[config.mk]
export PLATFORM = sky130hd
export DESIGN_NAME = pixel_packer
export DESIGN_NICKNAME = d
export VERILOG_FILES = /design/src/rtl/usb_cam_pkg.sv /design/src/rtl/sync_fifo_fwft.sv /design/src/rtl/pixel_packer.sv
export SDC_FILE = /design/constraint.sdc
export NUM_CORES = 1
export LEC_CHECK = 0
export CAP_MARGIN = 5
export CORE_MARGIN = 1
export CORE_UTILIZATION = 55
export CTS_BUF_LIST = sky130_fd_sc_hd__clkbuf_2
export DETAILED_ROUTE_END_ITERATION = 12
export PLACE_DENSITY = 0.75
export SYNTH_ARGS = -nofsm -noshare
export SYNTH_HDL_FRONTEND = slang
export SYNTH_SLANG_ARGS = --single-unit
[constraint.sdc]
create_clock -name clk -period 4.9 [get_ports clk]
set_input_delay 0.49 -clock clk [delete_from_list [all_inputs] [get_ports clk]]
set_output_delay 0.49 -clock clk [all_outputs]
set_load 0.005 [all_outputs]
[src/rtl/usb_cam_pkg.sv]
// ============================================================================
// Module : usb_cam_pkg
// Desc   : Constants and helpers shared by the camera capture/USB3 transmit path
// Rev    : 1.0 - initial release
// ============================================================================
`default_nettype none

package usb_cam_pkg;

    localparam int WORD_W         = 32;
    localparam int BYTES_PER_WORD = 4;

    // Both the packer and the transmit controller size frames with this.
    function automatic int frame_bytes(input int im_x, input int im_y, input int color_mode);
        return im_x * im_y * color_mode;
    endfunction

endpackage

`default_nettype wire

[src/rtl/sync_fifo_fwft.sv]
// ============================================================================
// Module : sync_fifo_fwft
// Desc   : Single-clock first-word-fall-through FIFO with synchronous flush
// Rev    : 1.0 - initial release
// ============================================================================
`default_nettype none

module sync_fifo_fwft #(
    parameter int WIDTH = 33,
    parameter int DEPTH = 8
) (
    input  logic                   clk,
    input  logic                   rst_n,
    input  logic                   flush,
    input  logic                   wr_en,
    input  logic [WIDTH-1:0]       wr_data,
    output logic                   full,
    output logic [$clog2(DEPTH):0] count,
    input  logic                   rd_en,
    output logic [WIDTH-1:0]       rd_data,
    output logic                   empty
);

    localparam int                c_ADDR_W  = $clog2(DEPTH);
    localparam logic [c_ADDR_W:0] c_PTR_ONE = (c_ADDR_W + 1)'(1);

    logic [WIDTH-1:0]  r_mem [DEPTH];
    logic [c_ADDR_W:0] r_wr_ptr;
    logic [c_ADDR_W:0] r_rd_ptr;
    logic              w_do_rd;
    logic              w_do_wr;

    assign empty   = (r_wr_ptr == r_rd_ptr);
    assign full    = (r_wr_ptr[c_ADDR_W] != r_rd_ptr[c_ADDR_W]) &&
                     (r_wr_ptr[c_ADDR_W-1:0] == r_rd_ptr[c_ADDR_W-1:0]);
    assign count   = r_wr_ptr - r_rd_ptr;
    assign rd_data = r_mem[r_rd_ptr[c_ADDR_W-1:0]];

    // A pop frees a slot in the same cycle, so a write into a full FIFO is
    // still accepted when the head is being consumed.
    assign w_do_rd = rd_en && !empty;
    assign w_do_wr = wr_en && (!full || w_do_rd);

    always_ff @(posedge clk or negedge rst_n) begin
        if (!rst_n) begin
            r_wr_ptr <= '0;
            r_rd_ptr <= '0;
        end else if (flush) begin
            r_rd_ptr <= r_wr_ptr;
        end else begin
            if (w_do_wr) r_wr_ptr <= r_wr_ptr + c_PTR_ONE;
            if (w_do_rd) r_rd_ptr <= r_rd_ptr + c_PTR_ONE;
        end
    end

    always_ff @(posedge clk or negedge rst_n) begin
        if (!rst_n) begin
            for (int i = 0; i < DEPTH; i++) r_mem[i] <= '0;
        end else if (w_do_wr && !flush) begin
            r_mem[r_wr_ptr[c_ADDR_W-1:0]] <= wr_data;
        end
    end

endmodule

`default_nettype wire

[src/rtl/pixel_packer.sv]
// ============================================================================
// Module : pixel_packer
// Desc   : Packs 8-bit capture bytes into 32-bit words with end-of-frame flag
// Rev    : 1.0 - initial release
// ============================================================================
`default_nettype none

module pixel_packer
    import usb_cam_pkg::*;
#(
    parameter int COLOR_MODE = 1,
    parameter int IM_X       = 1280,
    parameter int IM_Y       = 720,
    parameter int FIFO_DEPTH = 8
) (
    input  logic              clk,
    input  logic              rst_n,
    input  logic              start_stream,
    input  logic [7:0]        pixel,
    input  logic              pixel_valid,
    output logic              out_ready,
    output logic [WORD_W-1:0] word_data,
    output logic              word_last,
    output logic              word_valid,
    input  logic              word_ready,
    output logic              overflow
);

    localparam int c_FRAME_BYTES = frame_bytes(IM_X, IM_Y, COLOR_MODE);
    localparam int c_CNT_W       = $clog2(c_FRAME_BYTES);
    localparam int c_LANE_W      = $clog2(BYTES_PER_WORD);
    localparam int c_FIFO_CW     = $clog2(FIFO_DEPTH) + 1;

    localparam logic [c_CNT_W-1:0]   c_LAST_BYTE   = c_CNT_W'(c_FRAME_BYTES - 1);
    localparam logic [c_CNT_W-1:0]   c_CNT_ONE     = c_CNT_W'(1);
    localparam logic [c_LANE_W-1:0]  c_TOP_LANE    = c_LANE_W'(BYTES_PER_WORD - 1);
    localparam logic [c_LANE_W-1:0]  c_LANE_ONE    = c_LANE_W'(1);
    localparam logic [c_FIFO_CW-1:0] c_READY_LIMIT = c_FIFO_CW'(FIFO_DEPTH - 3);

    logic [c_LANE_W-1:0]  r_lane;
    logic [c_CNT_W-1:0]   r_byte_cnt;
    logic [WORD_W-1:0]    r_partial;
    logic                 r_push;
    logic [WORD_W-1:0]    r_push_word;
    logic                 r_push_last;
    logic                 r_out_ready;
    logic                 r_overflow;

    logic                 w_accept;
    logic                 w_frame_end;
    logic                 w_group_done;
    logic [WORD_W-1:0]    w_word;
    logic                 w_fifo_full;
    logic                 w_fifo_empty;
    logic [c_FIFO_CW-1:0] w_fifo_count;
    logic [WORD_W:0]      w_head;

    assign w_accept     = start_stream && pixel_valid;
    assign w_frame_end  = (r_byte_cnt == c_LAST_BYTE);
    assign w_group_done = (r_lane == c_TOP_LANE) || w_frame_end;
    // Lanes above the current one are still zero because the partial word is
    // cleared on every push and on abort.
    assign w_word       = r_partial | (WORD_W'(pixel) << {r_lane, 3'b000});

    always_ff @(posedge clk or negedge rst_n) begin
        if (!rst_n) begin
            r_lane      <= '0;
            r_byte_cnt  <= '0;
            r_partial   <= '0;
            r_push      <= 1'b0;
            r_push_word <= '0;
            r_push_last <= 1'b0;
        end else if (!start_stream) begin
            r_lane     <= '0;
            r_byte_cnt <= '0;
            r_partial  <= '0;
            r_push     <= 1'b0;
        end else begin
            r_push <= w_accept && w_group_done;
            if (w_accept) begin
                r_push_word <= w_word;
                r_push_last <= w_frame_end;
                r_partial   <= w_group_done ? '0 : w_word;
                r_lane      <= w_frame_end ? '0 : (r_lane + c_LANE_ONE);
                r_byte_cnt  <= w_frame_end ? '0 : (r_byte_cnt + c_CNT_ONE);
            end
        end
    end

    // A word dropped on a full FIFO still counted its bytes above, so frame
    // alignment survives an overflow.
    always_ff @(posedge clk or negedge rst_n) begin
        if (!rst_n) begin
            r_out_ready <= 1'b0;
            r_overflow  <= 1'b0;
        end else begin
            r_out_ready <= start_stream && (w_fifo_count <= c_READY_LIMIT);
            if (start_stream && r_push && w_fifo_full && !word_ready) r_overflow <= 1'b1;
        end
    end

    sync_fifo_fwft #(
        .WIDTH (WORD_W + 1),
        .DEPTH (FIFO_DEPTH)
    ) u_fifo (
        .clk     (clk),
        .rst_n   (rst_n),
        .flush   (!start_stream),
        .wr_en   (r_push),
        .wr_data ({r_push_last, r_push_word}),
        .full    (w_fifo_full),
        .count   (w_fifo_count),
        .rd_en   (word_ready),
        .rd_data (w_head),
        .empty   (w_fifo_empty)
    );

    assign out_ready  = r_out_ready;
    assign overflow   = r_overflow;
    assign word_valid = !w_fifo_empty;
    assign word_last  = w_head[WORD_W];
    assign word_data  = w_head[WORD_W-1:0];

endmodule

`default_nettype wire

==> flow_metrics.py, run 1 <==
metrics = {
    "logic_synthesis": {
        "synth.distinct_cells": 53,
        "ys_seq_area_share_pct": 53.9,
        "syn_inst": 1204,
        "yosysWarnings": 0,
        "syn_area_sq_um": 16800,
        "avgSynthCellArea_sq_um": 13.9,
        "ys.flop_type": "dfrtp_1",
        "ys_ff_latch": 362,
        "syn_nets": 1225,
        "synthArstFlopShare_pct": 100,
        "synth_edf_count": 0,
    },
    "setup_path": {
        "crit_type": "register to output port",
        "slowest_stage": "dfrtp_4",
        "reg2reg_from": "u_fifo.r_wr_ptr[0]",
        "path_cells": "buf_4, mux4_2, nand2_1, nand2_1, clkdlybuf4s50_1",
        "crit_path_max_fanout": 36,
        "endpoint": "word_data[5]",
        "r2r_slack_ns": 1.10,
        "arrival_ns": 3.54,
        "reg2reg_depth": 7,
        "startpoint_type": "register",
        "crit_family": "buffers and inverters",
        "path_common_cell": "nand2_1",
        "cp.depth": 5,
        "crit_required_ns": 4.41,
        "crit_buf_inv": 2,
        "cp-startpoint": "u_fifo.r_rd_ptr[0]",
        "end_kind": "output port",
        "max_stage_delay_ns": 0.92,
        "r2r-end": "u_fifo.r_mem[115]",
    },
    "clock_network": {
        "cts_root_buf": "clkbuf_2",
        "cts.sinks": 362,
        "worstSkewPairLatency_ns": 0.91,
        "cts-buffers-inserted": 91,
        "h-tree-depth": 3,
        "cts_buffer_depth": 3,
        "clkSlewWorstSetupHoldPaths_ns": 0.10,
        "tritoncts": "yes",
    },
    "grt": {
        "grt_overflow_total": 0,
        "grt_max_degree": 110,
        "grt_pass1_wl_microns": 58700,
        "grt_pass1_vias": 10900,
        "antenna_found_initial": 1,
        "grt_use_total_pct": 24.2,
    },
    "power_and_ir_drop": {
        "max-vdd-ir-drop_mv": 0.157,
        "leakagePower_nw": 9.05,
        "finalPower_mw": 5.54,
        "pwr_density_cell_nw_per_um2": 305,
    },
    "final_layout": {
        "fin_cells": 1727,
        "drive_gt1_share_pct": 37.6,
        "most-common-layout-cells": "dfrtp_1 (360), mux2_2 (176), nand2_1 (150), clkbuf_2 (130), mux2_4 (89)",
        "area_growth_pct": 8.04,
        "fin_nets": 1300,
        "layout_commonest_cell": "dfrtp_1",
    },
    "timing": {
        "setup_slack_ns": 0.867,
        "tightest_slew_ns": 1.07,
        "hold_violations": 0,
        "slew_headroom_pct": 28.3,
        "final.min_clock_period_ns": 4.03,
        "fin_tns_setup_ns": 0,
        "rsz0062_at_grt": "false",
        "setup_viol": 0,
        "clock_skew_ns": 0.0664,
        "fmax_ghz": 0.248,
        "finalCritPeriodShare_pct": 82.3,
        "slew_viol_final": 0,
        "holdWs_ns": 0.245,
    },
    "flow_run": {
        "max_cap_violations": 0,
    },
    "status": {
        "status": "finished clean",
    },
    "route": {
        "ant_nets": 0,
        "wl_met1_microns": 15700,
        "post_drt_via_cell_ratio": 5.88,
        "routed_wl_microns": 35000,
        "vias": 10100,
        "first_pass_iters": 5,
        "dr.max_layer_used": "met4",
        "drc": 0,
        "first_iter_violations": 632,
        "wl_per_cell_microns": 20.3,
        "route.met2.wl_microns": 17200,
        "dr_wl_met3_microns": 1490,
    },
    "place": {
        "gp_congestion": 0.766,
        "dp_slack_ns": 1.14,
        "port_buffers": 48,
        "dp_hpwl_microns": 20200,
        "dp_cells": 1575,
    },
    "floorplanning": {
        "ios": 49,
        "die_h_microns": 177,
        "start_util_pct": 56.2,
        "core_sq_um": 29900,
        "rows": 63,
        "die_area_sq_um": 31200,
        "die_w_microns": 177,
    },
    "min_path": {
        "min-delay-path-class": "input pin to asynchronous set/reset pin",
    },
}
## per-stage QoR
step                utilization [%]  cell area, sq um
detailed placement             58.0             17300
CTS                            60.7             18100
global route                   60.7             18100
global placement               58.0             17300
floorplan                         -             16800
finish                         60.7             18100
## worst min path at each step
stage | start | end | slack (ns)
after global routing | rst_n | u_fifo.r_mem[228] | 0.24
after detailed placement | overflow | overflow | 0.45
final | rst_n | u_fifo.r_mem[261] | 0.25
after CTS | rst_n | u_fifo.r_mem[235] | 0.23
after global placement | overflow | overflow | 0.45
after floorplan | rst_n | out_ready | 0.19
## layout make-up
| cell class | instances | area (sq um) |
|---|---|---|
| diodes | 1 | 2.50 |
| flip-flops and latches | 362 | 9060 |
| clock inverters | 20 | 140 |
| multi-input cells | 751 | 7120 |
| fillers | 2357 | 11700 |
| clock buffers | 130 | 651 |
| repair buffers | 64 | 646 |
| well taps | 390 | 488 |
| inverters | 9 | 33.8 |
## power by group
group / leakage [nW] / switching [mW] / internal (mW)
Combinational: 3.42 / 0.251 / 0.152
Clock: 0.599 / 1.17 / 0.807
Sequential: 5.02 / 0.117 / 3.03
## state kept, by name, summed over array words and instances, names as in the netlist
| register | count |
|---|---|
| u_fifo.r_mem | 264 |
| u_fifo.r_wr_ptr | 4 |
| r_push_word | 32 |
| r_push | 1 |
| r_partial | 32 |
| out_ready | 1 |
| u_fifo.r_rd_ptr | 4 |
| r_push_last | 1 |
| overflow | 1 |
| r_byte_cnt | 20 |
| r_lane | 2 |
## layer usage
metal  global-route usage, %  vias to the layer above
li1                        -                     4562
met3                    4.75                       61
met4                    7.54                        0
met1                    33.4                     5277
met2                    38.9                      247
met5                       0                        -
## timing repair
| action | CTS | global route |
|---|---|---|
| hold endpoints to repair | 106 | 0 |
| buffers inserted | 0 | 0 |
| resized for setup | 0 | 0 |
| hold buffers | 1 | 0 |
## synth_stat cells (3+ instances only)
cell,n,area [sq um]
mux2_2,176,1980
buf_2,9,45.0
xnor2_1,10,87.6
nand4_4,8,170
a21oi_1,43,215
a21boi_1,4,30.0
buf_4,6,45.0
nand2_1,151,567
mux4_2,66,1490
xor2_1,3,26.3
buf_6,14,158
inv_1,6,22.5
mux2_4,89,1340
buf_1,12,45.0
and2_1,5,31.3
nand4_1,6,37.5
nor2_1,42,158
a31oi_1,40,250
ha_1,7,87.6
clkbuf_1,29,109
clkinv_1,3,11.3
nor2b_1,4,25.0
or3_1,3,18.8
o21ai_0,44,220
dfrtp_1,362,9060
nand3_1,14,70.1
and3_1,4,25.0
buf_8,11,165
## cell families after synthesis
family	share of synthesized area, %
DFF	53.9
muxes	28.7
and+or+nand+nor	7.36
AOI/OAI and AO/OA	4.85
buffers and inverters	3.70
xor gates and xnor gates	0.775
adders and majority gates	0.641
(Power assumes the default switching activity.)
==> run 2: changes to the inputs <==
--- a/config.mk
+++ b/config.mk
@@ -10,7 +10,7 @@
 export CORE_UTILIZATION = 55
 export CTS_BUF_LIST = sky130_fd_sc_hd__clkbuf_2
 export DETAILED_ROUTE_END_ITERATION = 12
-export PLACE_DENSITY = 0.75
+export PLACE_DENSITY = 0.78
 export SYNTH_ARGS = -nofsm -noshare
 export SYNTH_HDL_FRONTEND = slang
 export SYNTH_SLANG_ARGS = --single-unit
==> constraint.sdc (replaced) <==
create_clock -name clk -period 3.7 [get_ports clk]
set_input_delay 0.37 -clock clk [delete_from_list [all_inputs] [get_ports clk]]
set_output_delay 0.37 -clock clk [all_outputs]
set_load 0.005 [all_outputs]
==> run 2 against run 1 <==
Utilization up 0.33 points. Sequential power up 31%. Count of clock-buffer cells in the layout down 2. Flip-flop and latch count unchanged. Clock skew about the same. Non-clock buffer count up 2. Global-route usage down 0.28 points. Routed wire length down 0.55%. Register-to-register slack worse by 0.77 ns. Power up 35%. Die area unchanged. Critical path depth unchanged.
==> flow_metrics.py, run 2 (synthesis results as in run 1) <==
metrics = {
    "setup_path": {
        "r2r-end": "u_fifo.r_mem[68]",
        "slowest_stage": "mux4_2",
        "end_kind": "output port",
        "startpoint_type": "register",
        "crit_family": "buffers and inverters",
        "path_common_cell": "nand2_1",
        "reg2reg_from": "u_fifo.r_wr_ptr[0]",
        "crit_required_ns": 3.33,
        "r2r_slack_ns": 0.33,
        "reg2reg_depth": 7,
        "max_stage_delay_ns": 0.58,
        "crit_path_max_fanout": 69,
        "crit_type": "register to output port",
        "path_cells": "buf_12, mux4_2, nand2_1, nand2_1, clkdlybuf4s50_1",
        "arrival_ns": 3.12,
        "crit_buf_inv": 2,
    },
    "place": {
        "dp_slack_ns": 0.354,
        "dp_cells": 1577,
        "place_area_sq_um": 17400,
        "port_buffers": 48,
        "gp_congestion": 0.814,
        "dp_hpwl_microns": 20300,
    },
    "floorplanning": {
        "die_w_microns": 177,
        "die_h_microns": 177,
        "ios": 49,
        "core_sq_um": 29900,
        "rows": 63,
        "die_area_sq_um": 31200,
        "start_util_pct": 56.2,
    },
    "clock_network": {
        "tritoncts": "yes",
        "cts.sinks": 362,
        "cts_buffer_depth": 3,
        "h-tree-depth": 3,
        "clkSlewWorstSetupHoldPaths_ns": 0.11,
        "worstSkewPairLatency_ns": 0.95,
        "cts_root_buf": "clkbuf_2",
        "cts-buffers-inserted": 92,
    },
    "timing": {
        "setup_viol": 0,
        "fin_tns_setup_ns": 0,
        "final.min_clock_period_ns": 3.49,
        "slew_viol_final": 0,
        "setup_slack_ns": 0.209,
        "rsz0062_at_grt": "false",
        "fmax_ghz": 0.286,
        "holdWs_ns": 0.0744,
        "hold_violations": 0,
        "slew_headroom_pct": 34.9,
        "finalCritPeriodShare_pct": 94.4,
        "clock_skew_ns": 0.0665,
        "tightest_slew_ns": 0.974,
    },
    "power_and_ir_drop": {
        "leakagePower_nw": 9.10,
        "pwr_density_cell_nw_per_um2": 411,
        "max-vdd-ir-drop_mv": 0.233,
    },
    "final_layout": {
        "fin_cells": 1737,
        "final_cell_area_sq_um": 18200,
        "largest_reg_flops": 264,
        "layout_commonest_cell": "dfrtp_1",
        "drive_gt1_share_pct": 38.0,
        "regMostFlops": "u_fifo.r_mem",
        "most-common-layout-cells": "dfrtp_1 (360), mux2_2 (176), nand2_1 (150), clkbuf_2 (128), mux2_4 (89)",
        "top_regs": "u_fifo.r_mem (264), r_partial (32), r_push_word (32)",
        "fin_nets": 1303,
        "area_growth_pct": 8.64,
    },
    "min_path": {
        "min-delay-path-class": "input pin to asynchronous set/reset pin",
    },
    "flow_run": {
        "max_cap_violations": 0,
    },
    "route": {
        "vias": 10200,
        "wl_per_cell_microns": 20.1,
        "routed_wl_microns": 34900,
        "ant_nets": 0,
        "drc": 0,
        "post_drt_via_cell_ratio": 5.85,
        "first_iter_violations": 682,
        "first_pass_iters": 5,
    },
    "grt": {
        "grt_pass1_wl_microns": 58000,
        "grt_use_total_pct": 23.9,
        "antenna_found_initial": 1,
        "grt_overflow_total": 0,
        "grt_max_degree": 95,
        "grt_pass1_vias": 10800,
    },
    "status": {
        "status": "finished clean",
    },
}
[run 2: final cells by class]
cell class / instances / area, sq um
well taps: 390 / 488
clock buffers: 128 / 641
fillers: 2280 / 11600
multi-input cells: 751 / 7120
flip-flops and latches: 362 / 9060
inverters: 9 / 33.8
repair buffers: 66 / 677
clock inverters: 30 / 219
diodes: 1 / 2.50
[run 2: how the worst max path moves through the flow]
stage | from | to | slack, ns | cells past startpoint
after global placement | u_fifo.r_wr_ptr[0] | u_fifo.r_mem[106] | 0.42 | 7
after global routing | u_fifo.r_rd_ptr[0] | word_data[21] | 0.008 | 5
final | u_fifo.r_rd_ptr[0] | word_data[21] | 0.21 | 5
after floorplan | u_fifo.r_rd_ptr[1] | u_fifo.r_mem[88] | 0.69 | 12
after detailed placement | u_fifo.r_wr_ptr[0] | u_fifo.r_mem[107] | 0.35 | 7
after CTS | u_fifo.r_rd_ptr[1] | word_data[18] | 0.01 | 5
[run 2: power by group]
| group | leakage, nW | internal, mW | switching [mW] |
|---|---|---|---|
| logic | 3.44 | 0.209 | 0.361 |
| registers | 5.02 | 4.02 | 0.122 |
| clock network | 0.637 | 1.15 | 1.63 |
[run 2: what timing repair did]
action,in CTS,in global routing
setup endpoints to repair,0,33
hold buffers,1,0
resized for setup,0,1
buffers inserted,0,0
endpoints found under the hold margin,117,0
[run 2: metrics by stage]
stage	total power [mW]	util [%]
finish	7.49	61.1
detailed placement	4.80	58.1
floorplan	4.55	-
global placement	4.78	58.1
global route	7.85	61.1
CTS	7.58	61.0
[run 2: routing by layer]
layer / wire [microns] / vias to the layer above / global-route usage [%]
li1: - / 4575 / -
met2: 17300 / 243 / 38.8
met5: 0 / - / 0
met1: 15400 / 5283 / 32.4
met4: 552 / 0 / 8.19
met3: 1590 / 55 / 4.66
